--- src/rtl/wb_arb_pkg.sv ---
// wb_arb_pkg: shared types and widths for the two-master Wishbone arbiter.
//   arb_state_t : arbiter FSM state (IDLE / BUSY / DRAIN)
//   OUTST_W     : width of the outstanding-transfer counter
//   STALE_W     : width of the saturating stale-response counter (watchdog build)
package wb_arb_pkg;

    typedef enum logic [1:0] {
        ST_IDLE  = 2'd0,
        ST_BUSY  = 2'd1,
        ST_DRAIN = 2'd2
    } arb_state_t;

    localparam int OUTST_W = 2;
    localparam int STALE_W = 2;

endpackage

--- src/rtl/wb_rr_arb2_if.sv ---
// wb_rr_arb2_if: one pipelined Wishbone link (request + response side).
//   master modport : drives cyc/stb/we/adr/sel/dat_w, receives dat_r/ack/err/rty/stall
//   slave modport  : the mirror image
// adr carries the word address, i.e. byte-address bits [ADDR_W-1:2].
interface wb_rr_arb2_if #(
    parameter int ADDR_W = 3,
    parameter int DATA_W = 32
);
    logic                  cyc;
    logic                  stb;
    logic                  we;
    logic [ADDR_W-3:0]     adr;
    logic [DATA_W/8-1:0]   sel;
    logic [DATA_W-1:0]     dat_w;
    logic [DATA_W-1:0]     dat_r;
    logic                  ack;
    logic                  err;
    logic                  rty;
    logic                  stall;

    modport master (
        output cyc, stb, we, adr, sel, dat_w,
        input  dat_r, ack, err, rty, stall
    );

    modport slave (
        input  cyc, stb, we, adr, sel, dat_w,
        output dat_r, ack, err, rty, stall
    );
endinterface

--- src/rtl/wb_arb_wdog.sv ---
// wb_arb_wdog: response watchdog and stale-response tracker.
// Built into wb_rr_arb2 only when WB_ARB_TIMEOUT_EN is defined.
//   clk_i, rst_n_i : clock, async active-low reset
//   i_busy         : arbiter is in BUSY
//   i_outst_nz     : at least one transfer is outstanding
//   i_resp         : slave ack/err/rty this cycle
//   o_timeout      : one-cycle pulse, oldest outstanding transfer abandoned
//   o_stale_nz     : a late response for an abandoned transfer is still due
module wb_arb_wdog
    import wb_arb_pkg::*;
#(
    parameter int TIMEOUT = 255
) (
    input  logic clk_i,
    input  logic rst_n_i,
    input  logic i_busy,
    input  logic i_outst_nz,
    input  logic i_resp,
    output logic o_timeout,
    output logic o_stale_nz
);
    localparam int WD_W = (TIMEOUT > 255) ? $clog2(TIMEOUT + 1) : 8;

    logic [WD_W-1:0]    r_cnt;
    logic [STALE_W-1:0] r_stale;
    logic               w_arm;

    // Counts only while something is owed and the slave stays silent.
    assign w_arm      = i_busy & i_outst_nz & ~i_resp;
    assign o_timeout  = w_arm & (r_cnt == WD_W'(TIMEOUT - 1));
    assign o_stale_nz = |r_stale;

    always_ff @(posedge clk_i or negedge rst_n_i) begin
        if (!rst_n_i) begin
            r_cnt   <= '0;
            r_stale <= '0;
        end else begin
            if (!w_arm || o_timeout) r_cnt <= '0;
            else                     r_cnt <= r_cnt + 1'b1;

            // A timeout implies no response this cycle, so inc/dec never collide.
            if (o_timeout) begin
                if (r_stale != '1) r_stale <= r_stale + 1'b1;
            end else if (i_resp && r_stale != '0) begin
                r_stale <= r_stale - 1'b1;
            end
        end
    end
endmodule

--- src/rtl/wb_rr_arb2.sv ---
// wb_rr_arb2: two-master round-robin arbiter in front of one pipelined
// Wishbone slave. Ownership lasts for a whole cyc; the non-owner is stalled
// and sees no responses. Responses still owed after the owner releases are
// drained and discarded so they never reach the next owner.
//   clk_i, rst_n_i : clock, async active-low reset
//   m0, m1         : master-facing links (slave modport)
//   s              : slave-facing link (master modport)
// Optional feature macro: WB_ARB_TIMEOUT_EN adds the response watchdog
// (wb_arb_wdog); without it mN.err only forwards s.err.
module wb_rr_arb2
    import wb_arb_pkg::*;
#(
    parameter int ADDR_W  = 3,
    parameter int DATA_W  = 32,
    parameter int TIMEOUT = 255
) (
    input  logic          clk_i,
    input  logic          rst_n_i,
    wb_rr_arb2_if.slave   m0,
    wb_rr_arb2_if.slave   m1,
    wb_rr_arb2_if.master  s
);
    arb_state_t         r_state;
    logic               r_owner;
    logic               r_last;
    logic [OUTST_W-1:0] r_outst;
    logic [OUTST_W-1:0] w_outst_nxt;

    logic w_req0, w_req1, w_win, w_busy, w_own_cyc;
    logic w_resp, w_inc, w_dec, w_to, w_stale_nz;

    assign w_req0    = m0.cyc & m0.stb;
    assign w_req1    = m1.cyc & m1.stb;
    // On a tie the master that did not win last time gets the bus.
    assign w_win     = (w_req0 & w_req1) ? ~r_last : w_req1;
    assign w_busy    = (r_state == ST_BUSY);
    assign w_own_cyc = r_owner ? m1.cyc : m0.cyc;
    assign w_resp    = s.ack | s.err | s.rty;

`ifdef WB_ARB_TIMEOUT_EN
    wb_arb_wdog #(.TIMEOUT(TIMEOUT)) u_wdog (
        .clk_i      (clk_i),
        .rst_n_i    (rst_n_i),
        .i_busy     (w_busy),
        .i_outst_nz (r_outst != '0),
        .i_resp     (w_resp),
        .o_timeout  (w_to),
        .o_stale_nz (w_stale_nz)
    );
`else
    logic w_unused_to;
    assign w_unused_to = |TIMEOUT;   // TIMEOUT only matters with the watchdog
    assign w_to        = 1'b0;
    assign w_stale_nz  = 1'b0;
`endif

    // Slave side: the owner's request passes straight through in BUSY only.
    always_comb begin
        s.cyc   = 1'b0;
        s.stb   = 1'b0;
        s.we    = 1'b0;
        s.adr   = '0;
        s.sel   = '0;
        s.dat_w = '0;
        if (w_busy) begin
            if (r_owner) begin
                s.cyc   = m1.cyc;
                s.stb   = m1.cyc & m1.stb;
                s.we    = m1.we;
                s.adr   = m1.adr;
                s.sel   = m1.sel;
                s.dat_w = m1.dat_w;
            end else begin
                s.cyc   = m0.cyc;
                s.stb   = m0.cyc & m0.stb;
                s.we    = m0.we;
                s.adr   = m0.adr;
                s.sel   = m0.sel;
                s.dat_w = m0.dat_w;
            end
        end
    end

    // Responses belonging to an abandoned (timed-out) transfer are swallowed.
    logic              w_ack_f, w_err_f, w_rty_f;
    logic [DATA_W-1:0] w_dat_f;
    assign w_ack_f = s.ack & ~w_stale_nz;
    assign w_err_f = (s.err & ~w_stale_nz) | w_to;
    assign w_rty_f = s.rty & ~w_stale_nz;
    assign w_dat_f = w_stale_nz ? '0 : s.dat_r;

    always_comb begin
        m0.stall = w_req0;
        m0.ack   = 1'b0;
        m0.err   = 1'b0;
        m0.rty   = 1'b0;
        m0.dat_r = '0;
        if (w_busy && !r_owner) begin
            m0.stall = s.stall;
            m0.ack   = w_ack_f;
            m0.err   = w_err_f;
            m0.rty   = w_rty_f;
            m0.dat_r = w_dat_f;
        end
    end

    always_comb begin
        m1.stall = w_req1;
        m1.ack   = 1'b0;
        m1.err   = 1'b0;
        m1.rty   = 1'b0;
        m1.dat_r = '0;
        if (w_busy && r_owner) begin
            m1.stall = s.stall;
            m1.ack   = w_ack_f;
            m1.err   = w_err_f;
            m1.rty   = w_rty_f;
            m1.dat_r = w_dat_f;
        end
    end

    // Outstanding transfers: accepted strobes minus responses (or timeouts).
    // Late responses to abandoned transfers were already subtracted at timeout.
    assign w_inc = s.stb & ~s.stall;
    assign w_dec = (w_resp & ~w_stale_nz & (r_outst != '0)) | w_to;

    always_comb begin
        w_outst_nxt = r_outst;
        if (w_inc && !w_dec) begin
            if (r_outst != '1) w_outst_nxt = r_outst + 1'b1;
        end else if (!w_inc && w_dec) begin
            w_outst_nxt = r_outst - 1'b1;
        end
    end

    always_ff @(posedge clk_i or negedge rst_n_i) begin
        if (!rst_n_i) begin
            r_state <= ST_IDLE;
            r_owner <= 1'b0;
            r_last  <= 1'b1;    // m0 wins the first tie
            r_outst <= '0;
        end else begin
            r_outst <= w_outst_nxt;
            case (r_state)
                ST_IDLE: begin
                    if (w_req0 || w_req1) begin
                        r_owner <= w_win;
                        r_last  <= w_win;
                        r_state <= ST_BUSY;
                    end
                end
                ST_BUSY: begin
                    // Use the post-update count so a final ack in the release
                    // cycle goes straight back to IDLE.
                    if (!w_own_cyc)
                        r_state <= (w_outst_nxt == '0) ? ST_IDLE : ST_DRAIN;
                end
                ST_DRAIN: begin
                    if (w_outst_nxt == '0) r_state <= ST_IDLE;
                end
                default: r_state <= ST_IDLE;
            endcase
        end
    end

    a_outst_no_wrap: assert property (@(posedge clk_i) disable iff (!rst_n_i)
        !(w_inc && !w_dec && r_outst == '1));

endmodule

--- src/flat_wrapper.sv ---
// flat-port wrapper written by rule: the top's interface ports become plain ports
module wb_rr_arb2_flat import wb_arb_pkg::*;
#(
    parameter int ADDR_W  = 3,
    parameter int DATA_W  = 32,
    parameter int TIMEOUT = 255
)
  (clk_i, rst_n_i, m0_cyc, m0_stb, m0_we, m0_adr, m0_sel, m0_dat_w, m0_dat_r, m0_ack, m0_err, m0_rty, m0_stall, m1_cyc, m1_stb, m1_we, m1_adr, m1_sel, m1_dat_w, m1_dat_r, m1_ack, m1_err, m1_rty, m1_stall, s_cyc, s_stb, s_we, s_adr, s_sel, s_dat_w, s_dat_r, s_ack, s_err, s_rty, s_stall);
  wb_rr_arb2_if #(.ADDR_W(ADDR_W), .DATA_W(DATA_W)) m0_i ();
  wb_rr_arb2_if #(.ADDR_W(ADDR_W), .DATA_W(DATA_W)) m1_i ();
  wb_rr_arb2_if #(.ADDR_W(ADDR_W), .DATA_W(DATA_W)) s_i ();
  input  logic clk_i;
  input  logic rst_n_i;
  input wire logic [$bits(m0_i.cyc)-1:0] m0_cyc;
  input wire logic [$bits(m0_i.stb)-1:0] m0_stb;
  input wire logic [$bits(m0_i.we)-1:0] m0_we;
  input wire logic [$bits(m0_i.adr)-1:0] m0_adr;
  input wire logic [$bits(m0_i.sel)-1:0] m0_sel;
  input wire logic [$bits(m0_i.dat_w)-1:0] m0_dat_w;
  output wire logic [$bits(m0_i.dat_r)-1:0] m0_dat_r;
  output wire logic [$bits(m0_i.ack)-1:0] m0_ack;
  output wire logic [$bits(m0_i.err)-1:0] m0_err;
  output wire logic [$bits(m0_i.rty)-1:0] m0_rty;
  output wire logic [$bits(m0_i.stall)-1:0] m0_stall;
  input wire logic [$bits(m1_i.cyc)-1:0] m1_cyc;
  input wire logic [$bits(m1_i.stb)-1:0] m1_stb;
  input wire logic [$bits(m1_i.we)-1:0] m1_we;
  input wire logic [$bits(m1_i.adr)-1:0] m1_adr;
  input wire logic [$bits(m1_i.sel)-1:0] m1_sel;
  input wire logic [$bits(m1_i.dat_w)-1:0] m1_dat_w;
  output wire logic [$bits(m1_i.dat_r)-1:0] m1_dat_r;
  output wire logic [$bits(m1_i.ack)-1:0] m1_ack;
  output wire logic [$bits(m1_i.err)-1:0] m1_err;
  output wire logic [$bits(m1_i.rty)-1:0] m1_rty;
  output wire logic [$bits(m1_i.stall)-1:0] m1_stall;
  output wire logic [$bits(s_i.cyc)-1:0] s_cyc;
  output wire logic [$bits(s_i.stb)-1:0] s_stb;
  output wire logic [$bits(s_i.we)-1:0] s_we;
  output wire logic [$bits(s_i.adr)-1:0] s_adr;
  output wire logic [$bits(s_i.sel)-1:0] s_sel;
  output wire logic [$bits(s_i.dat_w)-1:0] s_dat_w;
  input wire logic [$bits(s_i.dat_r)-1:0] s_dat_r;
  input wire logic [$bits(s_i.ack)-1:0] s_ack;
  input wire logic [$bits(s_i.err)-1:0] s_err;
  input wire logic [$bits(s_i.rty)-1:0] s_rty;
  input wire logic [$bits(s_i.stall)-1:0] s_stall;
  assign m0_i.cyc = m0_cyc;
  assign m0_i.stb = m0_stb;
  assign m0_i.we = m0_we;
  assign m0_i.adr = m0_adr;
  assign m0_i.sel = m0_sel;
  assign m0_i.dat_w = m0_dat_w;
  assign m0_dat_r = m0_i.dat_r;
  assign m0_ack = m0_i.ack;
  assign m0_err = m0_i.err;
  assign m0_rty = m0_i.rty;
  assign m0_stall = m0_i.stall;
  assign m1_i.cyc = m1_cyc;
  assign m1_i.stb = m1_stb;
  assign m1_i.we = m1_we;
  assign m1_i.adr = m1_adr;
  assign m1_i.sel = m1_sel;
  assign m1_i.dat_w = m1_dat_w;
  assign m1_dat_r = m1_i.dat_r;
  assign m1_ack = m1_i.ack;
  assign m1_err = m1_i.err;
  assign m1_rty = m1_i.rty;
  assign m1_stall = m1_i.stall;
  assign s_cyc = s_i.cyc;
  assign s_stb = s_i.stb;
  assign s_we = s_i.we;
  assign s_adr = s_i.adr;
  assign s_sel = s_i.sel;
  assign s_dat_w = s_i.dat_w;
  assign s_i.dat_r = s_dat_r;
  assign s_i.ack = s_ack;
  assign s_i.err = s_err;
  assign s_i.rty = s_rty;
  assign s_i.stall = s_stall;
  wb_rr_arb2 #(.ADDR_W(ADDR_W), .DATA_W(DATA_W), .TIMEOUT(TIMEOUT)) u_core (.clk_i(clk_i), .rst_n_i(rst_n_i), .m0(m0_i), .m1(m1_i), .s(s_i));
endmodule
--- config.mk ---
export PLATFORM = sky130hd
export DESIGN_NAME = wb_rr_arb2_flat
export DESIGN_NICKNAME = d
export VERILOG_FILES = /design/src/rtl/wb_arb_pkg.sv /design/src/rtl/wb_rr_arb2_if.sv /design/src/rtl/wb_arb_wdog.sv /design/src/rtl/wb_rr_arb2.sv /design/src/flat_wrapper.sv
export SDC_FILE = /design/constraint.sdc
export NUM_CORES = 1
export LEC_CHECK = 0
export ABC_CLOCK_PERIOD_IN_PS = 1500
export BUFFER_PORTS_ARGS = -buffer_cell sky130_fd_sc_hd__buf_2
export CAP_MARGIN = 0
export CORE_AREA = 2 2 90 92
export CTS_CLUSTER_SIZE = 14
export DETAILED_ROUTE_END_ITERATION = 8
export DIE_AREA = 0 0 92 94
export PLACE_DENSITY = 0.57
export SYNTH_ARGS = -nofsm -noshare
export SYNTH_HDL_FRONTEND = slang
export SYNTH_HIERARCHICAL = 1
export SYNTH_SLANG_ARGS = --single-unit
--- constraint.sdc ---
create_clock -name clk_i -period 1.5 [get_ports clk_i]
set_input_delay 0.15 -clock clk_i [delete_from_list [all_inputs] [get_ports clk_i]]
set_output_delay 0.15 -clock clk_i [all_outputs]
set_load 0.05 [all_outputs]
==> results of run 1 <==
-- power by group through the flow --
stage / sequential (mW) / combinational, mW / clock [mW]
6_report: 0.339 / 9.76 / 0.257
5_1_grt: 0.351 / 10.1 / 0.276
3_3_place_gp: 0.324 / 6.62 / 0
4_1_cts: 0.336 / 8.92 / 0.264
3_5_place_dp: 0.325 / 6.63 / 0
2_1_floorplan: 0.330 / 5.38 / 0
-- worst paths after layout --
check	endpoint	slack (ns)
min in group clk_i	u_core/r_state[0]	0.36
worst max-delay path	m1_dat_r[12]	-0.21
worst min register to register	u_core/r_last	0.54
worst min-delay path	u_core/r_state[1]	0.29
max in group asynchronous	u_core/r_last	0.98
worst max register to register	u_core/r_state[1]	-0.08
-- worst max-delay path: stages, from the launching register on --
cell                        delay (ns)
sky130_fd_sc_hd__dfrtp_1          0.38
sky130_fd_sc_hd__buf_6            0.13
sky130_fd_sc_hd__nor2b_4          0.13
sky130_fd_sc_hd__buf_6            0.17
sky130_fd_sc_hd__clkbuf_16        0.17
sky130_fd_sc_hd__and3_2           0.19
sky130_fd_sc_hd__buf_6            0.15
-- Yosys cell counts, types with 2 or more instances --
master	instances	area, µm²
sky130_fd_sc_hd__a21oi_1	2	10.01
sky130_fd_sc_hd__nand2_1	7	26.28
sky130_fd_sc_hd__o21ai_0	3	15.01
sky130_fd_sc_hd__nor2b_1	2	12.51
sky130_fd_sc_hd__and3_1	35	219.0
sky130_fd_sc_hd__buf_2	9	45.04
sky130_fd_sc_hd__nor2_1	3	11.26
sky130_fd_sc_hd__a22o_1	39	341.6
sky130_fd_sc_hd__ha_1	3	37.54
sky130_fd_sc_hd__clkbuf_1	11	41.29
sky130_fd_sc_hd__and2_1	36	225.2
sky130_fd_sc_hd__a211oi_1	2	15.01
sky130_fd_sc_hd__dfrtp_1	5	125.1
sky130_fd_sc_hd__nor3_1	3	15.01
sky130_fd_sc_hd__inv_1	4	15.01
sky130_fd_sc_hd__nand3_1	4	20.02
-- state kept, by name, summed over array words and instances, names as in the netlist --
register / flops
u_core/r_last: 1
u_core/r_outst: 2
u_core/r_owner: 1
u_core/r_state: 2
-- final cells by class --
class | count | share of cell area
Timing Repair Buffer | 267 | 0.5839
Multi-Input combinational cell | 152 | 0.3446
Sequential cell | 6 | 0.03207
Tap cell | 102 | 0.02681
Clock buffer | 4 | 0.009464
Inverter | 4 | 0.003155
-- layer usage --
| layer | wire (µm) | global-route usage | vias to the layer above |
|---|---|---|---|
| li1 | - | - | 1182 |
| met1 | 3365 | 0.1911 | 1174 |
| met2 | 5058 | 0.3695 | 154 |
| met3 | 769 | 0.04494 | 16 |
| met4 | 199 | 0.06095 | 0 |
| met5 | 0 | 0 | - |
-- what timing repair did --
action | CTS | global route
setup buffers | 7 | 3
setup endpoints to repair | 114 | 116
pin swaps | 3 | 36
resized for setup | 309 | 36
hold endpoints to repair | 6 | 0
hold buffers | 1 | 0
cloned | 4 | 12
-- cell families after synthesis --
group	after synthesis	share of synthesized area
flip-flops	6	0.1149
XOR/XNOR	1	0.006649
buffers and inverters	25	0.08546
AND/OR/NAND/NOR	94	0.4312
AO/OA/AOI/OAI	52	0.3257
adder cells (fa/ha/maj)	3	0.02849
multiplexers	1	0.007598
-- metrics by stage --
| stage | area, µm² | utilization | hold WS, ns |
|---|---|---|---|
| after floorplan | 1891 | - | -0.1456 |
| after global placement | 3168 | 0.4164 | -0.01908 |
| after detailed placement | 3168 | 0.4164 | -0.01353 |
| after CTS | 4412 | 0.5799 | 0.2804 |
| after global routing | 4760 | 0.6257 | 0.3093 |
| final | 4760 | 0.6257 | 0.2868 |
==> summary.md, run 1 <==
The run finished, with violations left. The final reports fail on negative setup slack. Detailed placement ended at an HPWL of 6.031 mm. The count of input and output buffers was 229.

The number of antenna violations at the first check in global routing is 0. The DRC violations left was 0. Timing would allow up to 585.9 MHz. The number of global-route vias before repair is 2509, and the detailed-router iteration count before antenna repair is 4. The tools report the sequential cell area fraction in the yosys report as 0.1149. The count of max-cap constraint violations is 0, and the post-synth net total is 303. The library cell used most frequently in the layout, excluding fill and tap cells, is sky130_fd_sc_hd__buf_2.

The logs give 0 for the max-slew violation total from the final report and 182 for the synthesized instance count. Each instance of the synthesized netlist takes up on average 7.239 µm². The count of boundary I/O pins is 230. For this design the total switching power over the nets is 5.308 mW. The worst setup skew after layout came out at 0.007510 ns. Internal power: 5.050 mW. Setup total negative slack on the finished layout was measured at -18.59 ns. For the worst flop-to-flop path, the logic depth is 5. The first routing iteration left 20 violations.

After detailed routing, the average wire length per cell comes to 17.56 µm. The die covers 8648 µm². The most critical setup path has its startpoint at u_core/r_state[1].

Setup repair after global routing could not meet its margin everywhere. The sink count of the clock tree is 6, and the slew of the pin with the lowest slew margin is 0.3018 ns. Counting I/O delays and the setup requirement, the final critical path takes 1.707 ns. Row generation in the floorplan step produced 32 rows. Class of the worst hold path: primary input to asynchronous set/reset pin. At the end of routability-driven placement, the weighted congestion stood at 0.7878. The tools report the number of distinct library cells after synthesis as 30. For the final wirelength, the log shows 9.392 mm.

Dividing the detail-routed via count by the number of cells gives 4.721. The top cell types in the final layout, fill and taps aside, are 117 x sky130_fd_sc_hd__buf_2, 83 x sky130_fd_sc_hd__buf_8, 41 x sky130_fd_sc_hd__buf_6. Counting the buffers created by CTS gives 3. STA puts the critical path data arrival time at 1.56 ns.

No sink is reached through more buffers than the 2 on the longest clock path. Number of nets with antenna violations after detailed routing: 0. The run gives 6 as the number of warning messages in the yosys log. The logs give 1 for the H-tree depth reported by CTS and 506 for the placed cell count.

The sort of element at the end of the critical path is an output port. After filler insertion, the fill cell instance count of the layout stands at 555. The layout cell share with drive strength beyond 1 is 0.9007, and the setup slack at placement is -0.07567 ns. After synthesis the cells add up to 1318 µm². After clock tree synthesis, the clock-pin slew on the worst setup and hold paths is 0.04 ns. The logs give 1640 µm² for the combined area of the multi-input logic cells and 0.033 for the register share of total power. The final-report hold violation count is 0, and the share of synthesized flip-flops with an asynchronous set or reset is 1.000. The finished layout holds 535 standard cells, fillers aside. Dividing total power by cell area gives a power density of 2176 nW/µm². Measured along the y axis, the die boundary spans 94 µm.

The final route contains 2526 vias. The net switching share of the total power came out at 0.5125. The startpoint type of the worst setup path is a register. For the slack of the critical path, the log shows -0.2067 ns. In the synthesized netlist the dominant register cell turns out to be sky130_fd_sc_hd__dfrtp_1. The pin count of the biggest net entering global routing was 37. The tools report the first-pass GRT wire length as 12.89 mm. Cell at the root of the clock tree: sky130_fd_sc_hd__clkbuf_8. Compared with the post-synthesis result, the final layout area differs by 261.3%. At the worst endpoint, the required time is 1.35 ns. The tools report the global router's overall resource usage as 0.1868. The startpoint identified for the worst register-to-register timing path is u_core/r_owner. The logs give 114 for the final setup violation count and 0 for the total inserted antenna cells. The design draws 10.36 mW.

Final worst-path cycle share: 1.138. The number of synthesized register bits came out at 6. Along the worst path, the maximum fanout reaches 9. Summed over all layers, the global routing overflow is 0. The area of the core was 7607 µm²; the standby leakage power was 2.485 nW.

The start-to-end type of the worst setup path was register to output port. The synthesized design contains 0 enable-type register cells. The portion of total power attributed to combinational logic was 0.942.

Effective utilization at floorplan: 0.1732. Total area of sequential cells: 152.6 µm². The number of nets at the end of the flow was 555; the headroom to the max-slew limit was 0.7980. The width of the die came out at 92 µm. TritonCTS built the clock tree. The tools report the worst-skew pair later-pin latency as 0.23 ns. The clock network fraction of total power was 0.025; the worst voltage drop across the vdd grid was 1.476 mV.
(Power assumes the default switching activity.)
==> run 2, diff against run 1 <==
--- a/config.mk
+++ b/config.mk
@@ -12,6 +12,7 @@
 export CTS_CLUSTER_SIZE = 14
 export DETAILED_ROUTE_END_ITERATION = 8
 export DIE_AREA = 0 0 92 94
+export MAX_ROUTING_LAYER = met4
 export PLACE_DENSITY = 0.57
 export SYNTH_ARGS = -nofsm -noshare
 export SYNTH_HDL_FRONTEND = slang
==> summary.md, run 2 (same netlist as run 1, synthesis figures left out) <==
The flow ran to the end, but the final reports show violations. The checks that failed: negative setup slack. The clock-pin slew on the worst setup and hold paths is 0.04 ns (about the same). Clock tree synthesis selected as its root buffer the cell sky130_fd_sc_hd__clkbuf_8. The endpoint required time on the critical path was 1.35 ns (about the same); the total number of vias was 2502 (-0.95%).

The count of input and output buffers was 229 (unchanged); the number of vias per cell after detailed routing was 4.677 (-0.95%). The detailed-router iteration count before antenna repair is 4 (unchanged). The logs give 2.485 nW (unchanged) for the standby leakage power and 0 (unchanged) for the total inserted antenna cells.

The effective utilization at floorplan is 0.1732 (unchanged). In the final layout, the registers with the most flip-flops are u_core/r_outst (2), u_core/r_state (2). The area added between synthesis and finish works out to 261.3% (unchanged). The run gives 0.7980 (unchanged) as the headroom to the max-slew limit.

The number of global-route vias before repair was 2505 (-0.16%). The logs give 1 (unchanged) for the H-tree depth reported by CTS and 12.88 mm (about the same) for the first-pass GRT wire length. The standard cell with the maximum stage delay on the critical path is sky130_fd_sc_hd__dfrtp_1. The overall die height is 94 µm (unchanged), and the final-report hold violation count is 0 (unchanged). The max-slew violation total from the final report is 0 (unchanged). Final worst-path cycle share: 1.136 (-0.002129). The tools report the launch point of the worst reg-to-reg path as u_core/r_owner. In the layout the commonest cells are 117 x sky130_fd_sc_hd__buf_2, 83 x sky130_fd_sc_hd__buf_8, 41 x sky130_fd_sc_hd__buf_6. For the routed length on met3, the log shows 686 µm (-11%). The placed cell count is 506 (unchanged).

The number of non-filler instances in the completed layout was 535 (unchanged). The logs give 6.031 mm (unchanged) for the placed wire-length estimate after detailed placement and -18.46 ns (+0.1352 ns) for the final sum of negative setup slack. The time the worst path needs with I/O delays and setup was 1.703 ns (-0.003193 ns).

The worst hold path belongs to the class primary input to asynchronous set/reset pin. The mean routed wirelength per cell is 17.53 µm (-0.16%), and the sink count of the clock tree is 6 (unchanged). Leaving out fill and tap cells, the most frequent cell in the layout is sky130_fd_sc_hd__buf_2. Setup repair after global routing could not meet its margin everywhere. Tracing the worst setup path back leads to its startpoint at u_core/r_state[1]. The global router's overall resource usage is 0.1920 (+0.005247), and the worst stage delay on the critical path is 0.38 ns (about the same). The critical path is of the register to output port type.

The worst-skew pair later-pin latency was 0.22 ns (about the same); the DRC violations left was 0 (unchanged). For the met2 routed wirelength, the log shows 5.037 mm (-0.42%). Die outline area: 8648 µm² (unchanged).

The signal on the critical path passes through buf_6 > nor2b_4 > buf_6 > clkbuf_16 > and3_2 > buf_6. The run gives 0.6257 (unchanged) as the fraction of the core area covered by cells at the end of the flow. The layout cell share with drive strength beyond 1 works out to 0.9007 (unchanged).

The width of the die is 92 µm (unchanged). The reg-to-reg setup timing slack was -0.09 ns (about the same); the slew of the pin with the lowest slew margin was 0.3018 ns (unchanged). The tools report the total overflow reported by the global router as 0 (unchanged). The area of the core is 7607 µm² (unchanged). The count of boundary I/O pins is 230 (unchanged). The endpoint identified for the worst register-to-register timing path is u_core/r_state[1]. The logs give 0 (unchanged) for the count of max-cap constraint violations and 37 (unchanged) for the pin count of the biggest net entering global routing.

Buffer levels on the longest clock path: 2 (unchanged). The number of nets at the end of the flow is 555 (unchanged). For the sum of routed wire segments on met1, the log shows 3.454 mm (+2.6%).

The tools report the worst path arrival time as 1.55 ns (about the same). The most prevalent standard cell on the critical path is sky130_fd_sc_hd__buf_6. The logs give 3 (unchanged) for the CTS buffer count and -0.2035 ns (+0.003193 ns) for the slack of the critical path. Setup slack at placement: -0.07567 ns (unchanged).

The top achievable clock speed was 587.0 MHz (+0.19%); the number of nets with antenna violations after detailed routing was 0 (unchanged). The run gives 114 (unchanged) as the final setup violation count. Largest fanout of any net on the critical path: 9 (unchanged). The power density over the cells is 2176 nW/µm² (about the same).

The worst voltage drop across the vdd grid came out at 1.474 mV (-0.12%). Final weighted congestion in routability-driven placement: 0.7988 (+1.4%). STA classifies the critical path endpoint as an output port.

For the number of antenna violations at the first check in global routing, the log shows 0 (unchanged). The row count was 32 (unchanged); the cell area after layout was 4760 µm² (unchanged). The cell area reported after detailed placement is 3168 µm² (unchanged). STA classifies the critical path startpoint as a register. The buffers plus inverters on the worst setup path is 4 (unchanged).

The detailed router used layers up to and including met4. The number of cells on the worst reg-to-reg path was 5 (unchanged); the number of DRC violations after detailed-routing iteration 0 was 26 (+30%). For the final wirelength, the log shows 9.377 mm (-0.16%).

TritonCTS built the clock tree. In this design, the largest share of critical-path delay is due to buffers and inverters. The worst setup skew after layout was 0.006648 ns (-0.0008621 ns).
[run 2: cell counts in the layout (fill, tap and decap cells not counted)]
Identical to the previous run, type by type.
[run 2: worst max-delay path by stage]
stage | cells after the start | slack [ns] | end
2_1_floorplan | 5 | -0.06 | m0_dat_r[11]
3_3_place_gp | 5 | -0.06 | s_we
3_5_place_dp | 5 | -0.08 | s_dat_w[26]
4_1_cts | 6 | -0.24 | s_dat_w[27]
5_1_grt | 6 | -0.26 | s_dat_w[4]
6_report | 6 | -0.20 | m1_dat_r[18]
[run 2: repair_timing]
action	in CTS	in global routing
hold buffers	1	0
endpoints found under the setup margin	114	116
cloned	4	12
resized for setup	309	36
hold endpoints to repair	6	0
pin swaps	3	36
setup buffers	7	3
[run 2: layout make-up]
cell class / instances / area (µm²)
Timing Repair Buffer: 267 / 2779
Fill cell: 555 / 2848
Sequential cell: 6 / 152.6
Tap cell: 102 / 127.6
Inverter: 4 / 15.01
Clock buffer: 4 / 45.04
Multi-Input combinational cell: 152 / 1640
[run 2: per-layer routing]
| layer | track usage | up-vias |
|---|---|---|
| met5 | - | - |
| met4 | 0.06095 | 0 |
| met3 | 0.03692 | 16 |
| met2 | 0.3676 | 148 |
| met1 | 0.1979 | 1157 |
| li1 | - | 1181 |
[run 2: per-stage QoR]
stage          hold slack (ns)  power (mW)
6_report                0.2879       10.35
3_5_place_dp          -0.01353       6.958
5_1_grt                 0.3128       10.74
2_1_floorplan          -0.1456       5.714
4_1_cts                 0.2804       9.519
3_3_place_gp          -0.01908       6.940
[run 2: power by group]
group	internal [mW]	switching (mW)
registers	0.255	0.0836
logic	4.61	5.15
clock network	0.183	0.0727
total	5.05	5.30
